## config.mk

```make
export PLATFORM = sky130hd
export DESIGN_NAME = riscv_mem_arbiter
export DESIGN_NICKNAME = d
export VERILOG_FILES = /design/src/rtl/riscv_mem_arbiter_pkg.sv /design/src/rtl/riscv_mem_arbiter_pick.sv /design/src/rtl/riscv_mem_arbiter.sv
export SDC_FILE = /design/constraint.sdc
export NUM_CORES = 1
export LEC_CHECK = 0
export ABC_AREA = 0
export BUFFER_PORTS_ARGS = -buffer_cell sky130_fd_sc_hd__buf_2
export CORE_AREA = 5 5 106 108
export CTS_CLUSTER_DIAMETER = 200
export CTS_CLUSTER_SIZE = 10
export DETAILED_ROUTE_END_ITERATION = 8
export DIE_AREA = 0 0 111 113
export PLACE_DENSITY = 0.52
export SLEW_MARGIN = 25
export SYNTH_ARGS = -nofsm -noshare
export SYNTH_HDL_FRONTEND = slang
export SYNTH_SLANG_ARGS = --single-unit
```

## constraint.sdc

```tcl
create_clock -name clk -period 2.8 [get_ports clk]
set_clock_uncertainty 0.05 [all_clocks]
set_input_delay 0.28 -clock clk [delete_from_list [all_inputs] [get_ports clk]]
set_output_delay 0.28 -clock clk [all_outputs]
set_load 0.05 [all_outputs]
```

## src/rtl/riscv_mem_arbiter_pkg.sv

```systemverilog
// Shared types for the hart memory path: arbiter FSM states and the request
// bundle muxed onto the single memory port.
package riscv_mem_arbiter_pkg;

    localparam int MEM_XLEN = 32;

    typedef enum logic [1:0] {
        ARB_IDLE   = 2'd0,
        ARB_WAIT_I = 2'd1,
        ARB_WAIT_D = 2'd2
    } arb_state_t;

    typedef struct packed {
        logic                  we;
        logic [MEM_XLEN-1:0]   addr;
        logic [MEM_XLEN-1:0]   wdata;
        logic [MEM_XLEN/8-1:0] be;
    } mem_req_t;

endpackage

```

## src/rtl/riscv_mem_arbiter_pick.sv

```systemverilog
// Fixed-priority pick between fetch (I) and load/store (D): D wins unless the
// starvation guard says I has waited through too many D grants.
module riscv_arb_pick (
    input  logic i_req,
    input  logic d_req,
    input  logic starve,
    output logic grant_i,
    output logic grant_d
);

    assign grant_d = d_req & ~(i_req & starve);
    assign grant_i = i_req & ~grant_d;

endmodule

```

## src/rtl/riscv_mem_arbiter.sv

```systemverilog
// Single-outstanding arbiter sharing one memory port between the hart's fetch
// and load/store requesters, with starvation guard and response timeout.
module riscv_mem_arbiter
    import riscv_mem_arbiter_pkg::*;
#(
    parameter  int XLEN         = MEM_XLEN,
    parameter  int STARVE_LIMIT = 4,
    parameter  int TIMEOUT      = 15,
    localparam int SW           = $clog2(STARVE_LIMIT + 1),
    localparam int TW           = $clog2(TIMEOUT + 1)
) (
    input  logic              clk,
    input  logic              rst_n,

    input  logic              i_req,
    input  logic [XLEN-1:0]   i_addr,
    output logic              i_gnt,
    output logic              i_rvalid,
    output logic [XLEN-1:0]   i_rdata,

    input  logic              d_req,
    input  logic              d_we,
    input  logic [XLEN-1:0]   d_addr,
    input  logic [XLEN-1:0]   d_wdata,
    input  logic [XLEN/8-1:0] d_be,
    output logic              d_gnt,
    output logic              d_rvalid,
    output logic [XLEN-1:0]   d_rdata,

    output logic              m_req,
    output logic              m_we,
    output logic [XLEN-1:0]   m_addr,
    output logic [XLEN-1:0]   m_wdata,
    output logic [XLEN/8-1:0] m_be,
    input  logic              m_rvalid,
    input  logic [XLEN-1:0]   m_rdata,

    output logic              err_timeout,
    output logic [1:0]        dbg_state_o,
    output logic [SW-1:0]     dbg_d_streak_o
);

    localparam logic [SW-1:0] STREAK_MAX = SW'(STARVE_LIMIT);
    localparam logic [TW-1:0] TIMER_LAST = TW'(TIMEOUT - 1);

    arb_state_t    state_q, state_d;
    logic [SW-1:0] d_streak_q, d_streak_d;
    logic [TW-1:0] timer_q, timer_d;
    logic          we_q, we_d;

    logic          arb_en;
    logic          starve;
    logic          grant_i, grant_d;
    logic          resp;
    logic [XLEN-1:0] resp_data;
    mem_req_t      m_sel;

    // Arbitration only happens in IDLE, and the rst_n term keeps every grant
    // (hence every output) low while reset is held.
    assign arb_en = rst_n & (state_q == ARB_IDLE);
    assign starve = (d_streak_q == STREAK_MAX);

    riscv_arb_pick u_pick (
        .i_req   (i_req & arb_en),
        .d_req   (d_req & arb_en),
        .starve  (starve),
        .grant_i (grant_i),
        .grant_d (grant_d)
    );

    always_comb begin
        state_d     = state_q;
        d_streak_d  = d_streak_q;
        timer_d     = timer_q;
        we_d        = we_q;
        m_sel       = '0;
        resp        = 1'b0;
        resp_data   = '0;
        err_timeout = 1'b0;
        i_gnt       = 1'b0;
        d_gnt       = 1'b0;

        case (state_q)
            ARB_IDLE: begin
                if (grant_d) begin
                    d_gnt       = 1'b1;
                    m_sel.we    = d_we;
                    m_sel.addr  = d_addr;
                    m_sel.wdata = d_wdata;
                    m_sel.be    = d_be;
                    state_d     = ARB_WAIT_D;
                    timer_d     = '0;
                    we_d        = d_we;
                    if (!i_req)
                        d_streak_d = '0;
                    else if (d_streak_q != STREAK_MAX)
                        d_streak_d = d_streak_q + SW'(1);
                end else if (grant_i) begin
                    i_gnt       = 1'b1;
                    m_sel.addr  = i_addr;
                    m_sel.be    = '1;
                    state_d     = ARB_WAIT_I;
                    timer_d     = '0;
                    we_d        = 1'b0;
                    d_streak_d  = '0;
                end
            end
            ARB_WAIT_I, ARB_WAIT_D: begin
                timer_d = timer_q + TW'(1);
                // A real response in the last timeout cycle still counts as real.
                if (m_rvalid) begin
                    resp      = 1'b1;
                    resp_data = m_rdata;
                    state_d   = ARB_IDLE;
                end else if (timer_q == TIMER_LAST) begin
                    resp        = 1'b1;
                    err_timeout = 1'b1;
                    state_d     = ARB_IDLE;
                end
            end
            default: state_d = ARB_IDLE;
        endcase

        i_rvalid = resp & (state_q == ARB_WAIT_I);
        d_rvalid = resp & (state_q == ARB_WAIT_D);
        i_rdata  = i_rvalid ? resp_data : '0;
        // Store acks carry no data, so the memory bus is not leaked onto d_rdata.
        d_rdata  = (d_rvalid && !we_q) ? resp_data : '0;
    end

    assign m_req          = grant_i | grant_d;
    assign m_we           = m_sel.we;
    assign m_addr         = m_sel.addr;
    assign m_wdata        = m_sel.wdata;
    assign m_be           = m_sel.be;
    assign dbg_state_o    = state_q;
    assign dbg_d_streak_o = d_streak_q;

    always_ff @(posedge clk or negedge rst_n) begin
        if (!rst_n) begin
            state_q    <= ARB_IDLE;
            d_streak_q <= '0;
            timer_q    <= '0;
            we_q       <= 1'b0;
        end else begin
            state_q    <= state_d;
            d_streak_q <= d_streak_d;
            timer_q    <= timer_d;
            we_q       <= we_d;
        end
    end

endmodule

```

==> results.txt <==
STA classifies the critical path startpoint as a primary input. The post-cts resize count is 0. The number of hold violations in the final report came to 0. The Yosys step of the flow raised 0 warnings.

Leaving out fill and tap cells, the most frequent cell in the layout is sky130_fd_sc_hd__buf_2. The depth of the worst hold-timing path came out at 2. The achievable clock frequency came out at 384 MHz.

The count of final setup violators is 0. The wire length of the first global-routing pass is 13,700 µm. The synthesized netlist net count came out at 369. The endpoint identified for the worst register-to-register timing path is timer_q[3]. In the final design database the tool counted 640 nets. For this run, the slowest stage of the critical path takes 0.52 ns. The standard cell with the maximum stage delay on the critical path is sky130_fd_sc_hd__dlygate4sd3_1. The min-delay analysis places its worst path in the category primary input to flop. The remaining global-route overflow is 0. sky130_fd_sc_hd__and2_1 takes more of the synthesized area than any other cell.

In this run the tightest slew margin relative to its limit is 55.8%. The smallest setup slack after layout came out at 0.198 ns. The worst path uses 92.9% of the clock period. The initial core utilization came out at 16.7%. The mapped cell area is 1690 µm².

The clock sink count is 10. Among the stages of the critical path, the cell type that occurs most often is sky130_fd_sc_hd__buf_2. The CTS H-tree depth is 1. The relative area change from synthesis to final layout came out at 92.9%.

The number of top-level pins is 282. Data on the critical path is required at its endpoint by 2.47 ns. TritonCTS built the clock tree. The top cell type by area accounts for 35.8% of the synthesized area. The summed negative setup slack over all endpoints came out at 0 ns. The count of vias placed by the detailed router came out at 2,703. For this design the static power due to leakage is 0.00208 µW. The floorplan has 37 rows. For the finished layout, the period the worst path requires is 2.60 ns. The number of global-route vias before repair is 2,660.

The number of pins with negative max-slew slack in the final report came out at 0. The signal on the critical path passes through dlygate4sd3_1 -> buf_2 -> nand3_1 -> a31oi_4 -> buf_12 -> and2_1 -> buf_2. The worst register-to-register path has a depth of 5. The wire length reported by the detailed router is 9170 µm. The average footprint of a synthesized cell came out at 7.56 µm². The post-place setup slack came out at 0.460 ns.

The initial antenna violation count came to 0. The final cell utilization of the core came out at 32.2%. The first TritonRoute pass finished after 4 iterations. The later pin in the worst-skew pair is clocked with a latency of 0.23 ns.

In this run the deepest clock path goes through 2 buffers. The number of instances in the synthesized netlist is 224. The first-iteration detailed-routing DRC count is 98. The reported max-cap violation count came out at 0. The detailed-placement wirelength estimate is 8120 µm. The power after layout came out at 2380 µW. The maximum number of pins on one net before global-route repair came out at 75. In the layout the commonest cells are sky130_fd_sc_hd__buf_2, sky130_fd_sc_hd__and2_1, sky130_fd_sc_hd__a22o_1. The ratio of total power to cell area came out at 727 nW/µm².

The remaining antenna violation count came out at 0. Summing the sequential cell areas from Yosys gives 14.8% of the chip area. The transition time at the pin with the least slew margin came out at 0.662 ns.

The flow ran to the end, and the final reports show no timing, DRC or antenna violations. Of the cells placed in the final design, the portion with a size suffix greater than 1 is 59.6%. The routed wire length per instance is 14.6 µm. The path with the worst hold slack has its endpoint at we_q. The post-synthesis sequential element count came out at 10. For this run, design rule violations remaining after detail routing come to 0. Along the worst path, the maximum fanout reaches 74. The post-detailed-route via-to-cell ratio is 4.30. The full die area is 12,500 µm². Yosys attributes the largest share of cell area to sky130_fd_sc_hd__and2_1, sky130_fd_sc_hd__a22o_1, sky130_fd_sc_hd__dfrtp_1, sky130_fd_sc_hd__ha_1, sky130_fd_sc_hd__buf_6. The layout filler cell count came out at 1,081. The endpoint kind of the worst setup timing path is a primary output. The port buffer count came out at 281. The kind of critical path is primary input to primary output. Setup repair after global routing left no endpoint under its margin. TritonCTS created 3 clock buffers. The final cell area excluding filler cells is 3270 µm².

The register-to-register setup slack is 0.86 ns. The overall die height came out at 113 µm. The count of inserted antenna diode cells came out at 0.

For this run, the total global-route usage over all layers was measured as 13.0%. The placeable core area came out at 10,100 µm². The cell at the root of the clock tree is sky130_fd_sc_hd__clkbuf_8. Once placement finished, the instance area stood at 3220 µm². The data arrival time of the critical path is 2.27 ns.

The worst hold path begins at d_we. The global placement routability congestion came out at 0.901. The die width came out at 111 µm.

IR analysis of the VDD net gives a maximum drop of 0.391 mV. The post-CTS clock slew at the launch and capture registers of the worst setup and hold paths came out at 0.05 ns. The critical register-to-register path startpoint is dbg_state_o[1]. The distinct cell type count of the synthesized netlist came out at 31.
==> registers in the layout, indices dropped and copies added (netlist names) <==
register	cells
dbg_state_o	2
timer_q	4
we_q	1
dbg_d_streak_o	3
==> where the power goes <==
part	internal [µW]	leakage (µW)	switching (µW)	total (µW)
registers	202	0.000132	61.7	264
logic	517	0.00193	1450	1960
clock network	94.0	0.0000216	54.2	148
==> what timing repair did <==
| item | 4_1_cts | 5_1_grt |
|---|---|---|
| endpoints found under the hold margin | 10 | 0 |
| setup buffers | 0 | 0 |
| hold buffers | 1 | 0 |
==> through the flow <==
step,cells,hold slack [ns]
3_3_place_gp,625,0.135
3_5_place_dp,625,0.141
4_1_cts,629,0.225
6_report,629,0.235
5_1_grt,629,0.238
2_1_floorplan,224,-0.0656
==> cells by family (layout without fill, tap and decap cells) <==
group	after synthesis	after routing	share of synthesized area, %
buffers and inverters	32	301	10.1
adders and majority gates	7	7	5.17
and+or+nand+nor	120	120	42.7
AOI/OAI and AO/OA	55	55	27.3
DFF	10	10	14.8
==> cells in the mapped netlist <==
library cell	n
sky130_fd_sc_hd__o21ai_0	3
sky130_fd_sc_hd__buf_2	5
sky130_fd_sc_hd__o2bb2ai_1	2
sky130_fd_sc_hd__a2111oi_2	1
sky130_fd_sc_hd__a211o_1	1
sky130_fd_sc_hd__dfrtp_1	10
sky130_fd_sc_hd__nand2_1	5
sky130_fd_sc_hd__a21oi_1	4
sky130_fd_sc_hd__a21oi_2	1
sky130_fd_sc_hd__o211ai_2	1
sky130_fd_sc_hd__nand4b_1	1
sky130_fd_sc_hd__nor3_2	1
sky130_fd_sc_hd__nand2b_1	2
sky130_fd_sc_hd__a21o_1	1
sky130_fd_sc_hd__ha_1	7
sky130_fd_sc_hd__nor3_1	1
sky130_fd_sc_hd__a32o_1	2
sky130_fd_sc_hd__a311o_1	1
sky130_fd_sc_hd__clkbuf_1	7
sky130_fd_sc_hd__inv_1	12
sky130_fd_sc_hd__and3_1	1
sky130_fd_sc_hd__nand3_1	8
sky130_fd_sc_hd__buf_6	4
sky130_fd_sc_hd__a31o_2	1
sky130_fd_sc_hd__and2_1	97
sky130_fd_sc_hd__a31oi_1	2
sky130_fd_sc_hd__o211ai_1	1
sky130_fd_sc_hd__a22o_1	33
sky130_fd_sc_hd__nor2_1	4
sky130_fd_sc_hd__buf_4	4
sky130_fd_sc_hd__a32oi_1	1
==> layout make-up <==
cell class	instances	area (µm²)	share of cell area [%]
Sequential cell	10	250	7.66
Timing Repair Buffer	286	1470	45.1
Clock buffer	3	41.3	1.26
Multi-Input combinational cell	182	1290	39.4
Inverter	12	45.0	1.38
Tap cell	136	170	5.21
==> worst max-delay path: cells and delay by family <==
family / cells / cell delay [ns]
compound gates: 1 / 0.20
buf+inv: 4 / 1.37
simple gates: 2 / 0.37
==> metal layers <==
layer,wire (µm),vias up,GRT usage (%)
met5,0,-,0
met4,153,0,3.37
met3,1020,12,4.44
met2,4460,194,23.2
met1,3540,1192,14.9
li1,-,1305,-
==> worst max path at each step <==
stage                         from     endpoint  slack [ns]  cells after the start
CTS                          rst_n  m_wdata[28]        0.20                      7
floorplan           dbg_state_o[0]      m_be[0]        0.06                      8
finish                       rst_n  m_wdata[31]        0.20                      7
global placement    dbg_state_o[1]  m_wdata[28]        0.51                      7
detailed placement  dbg_state_o[1]  m_wdata[28]        0.46                      7
global route        dbg_state_o[0]  m_wdata[28]        0.05                      7
No activity file was read; power rests on OpenSTA's default activity.
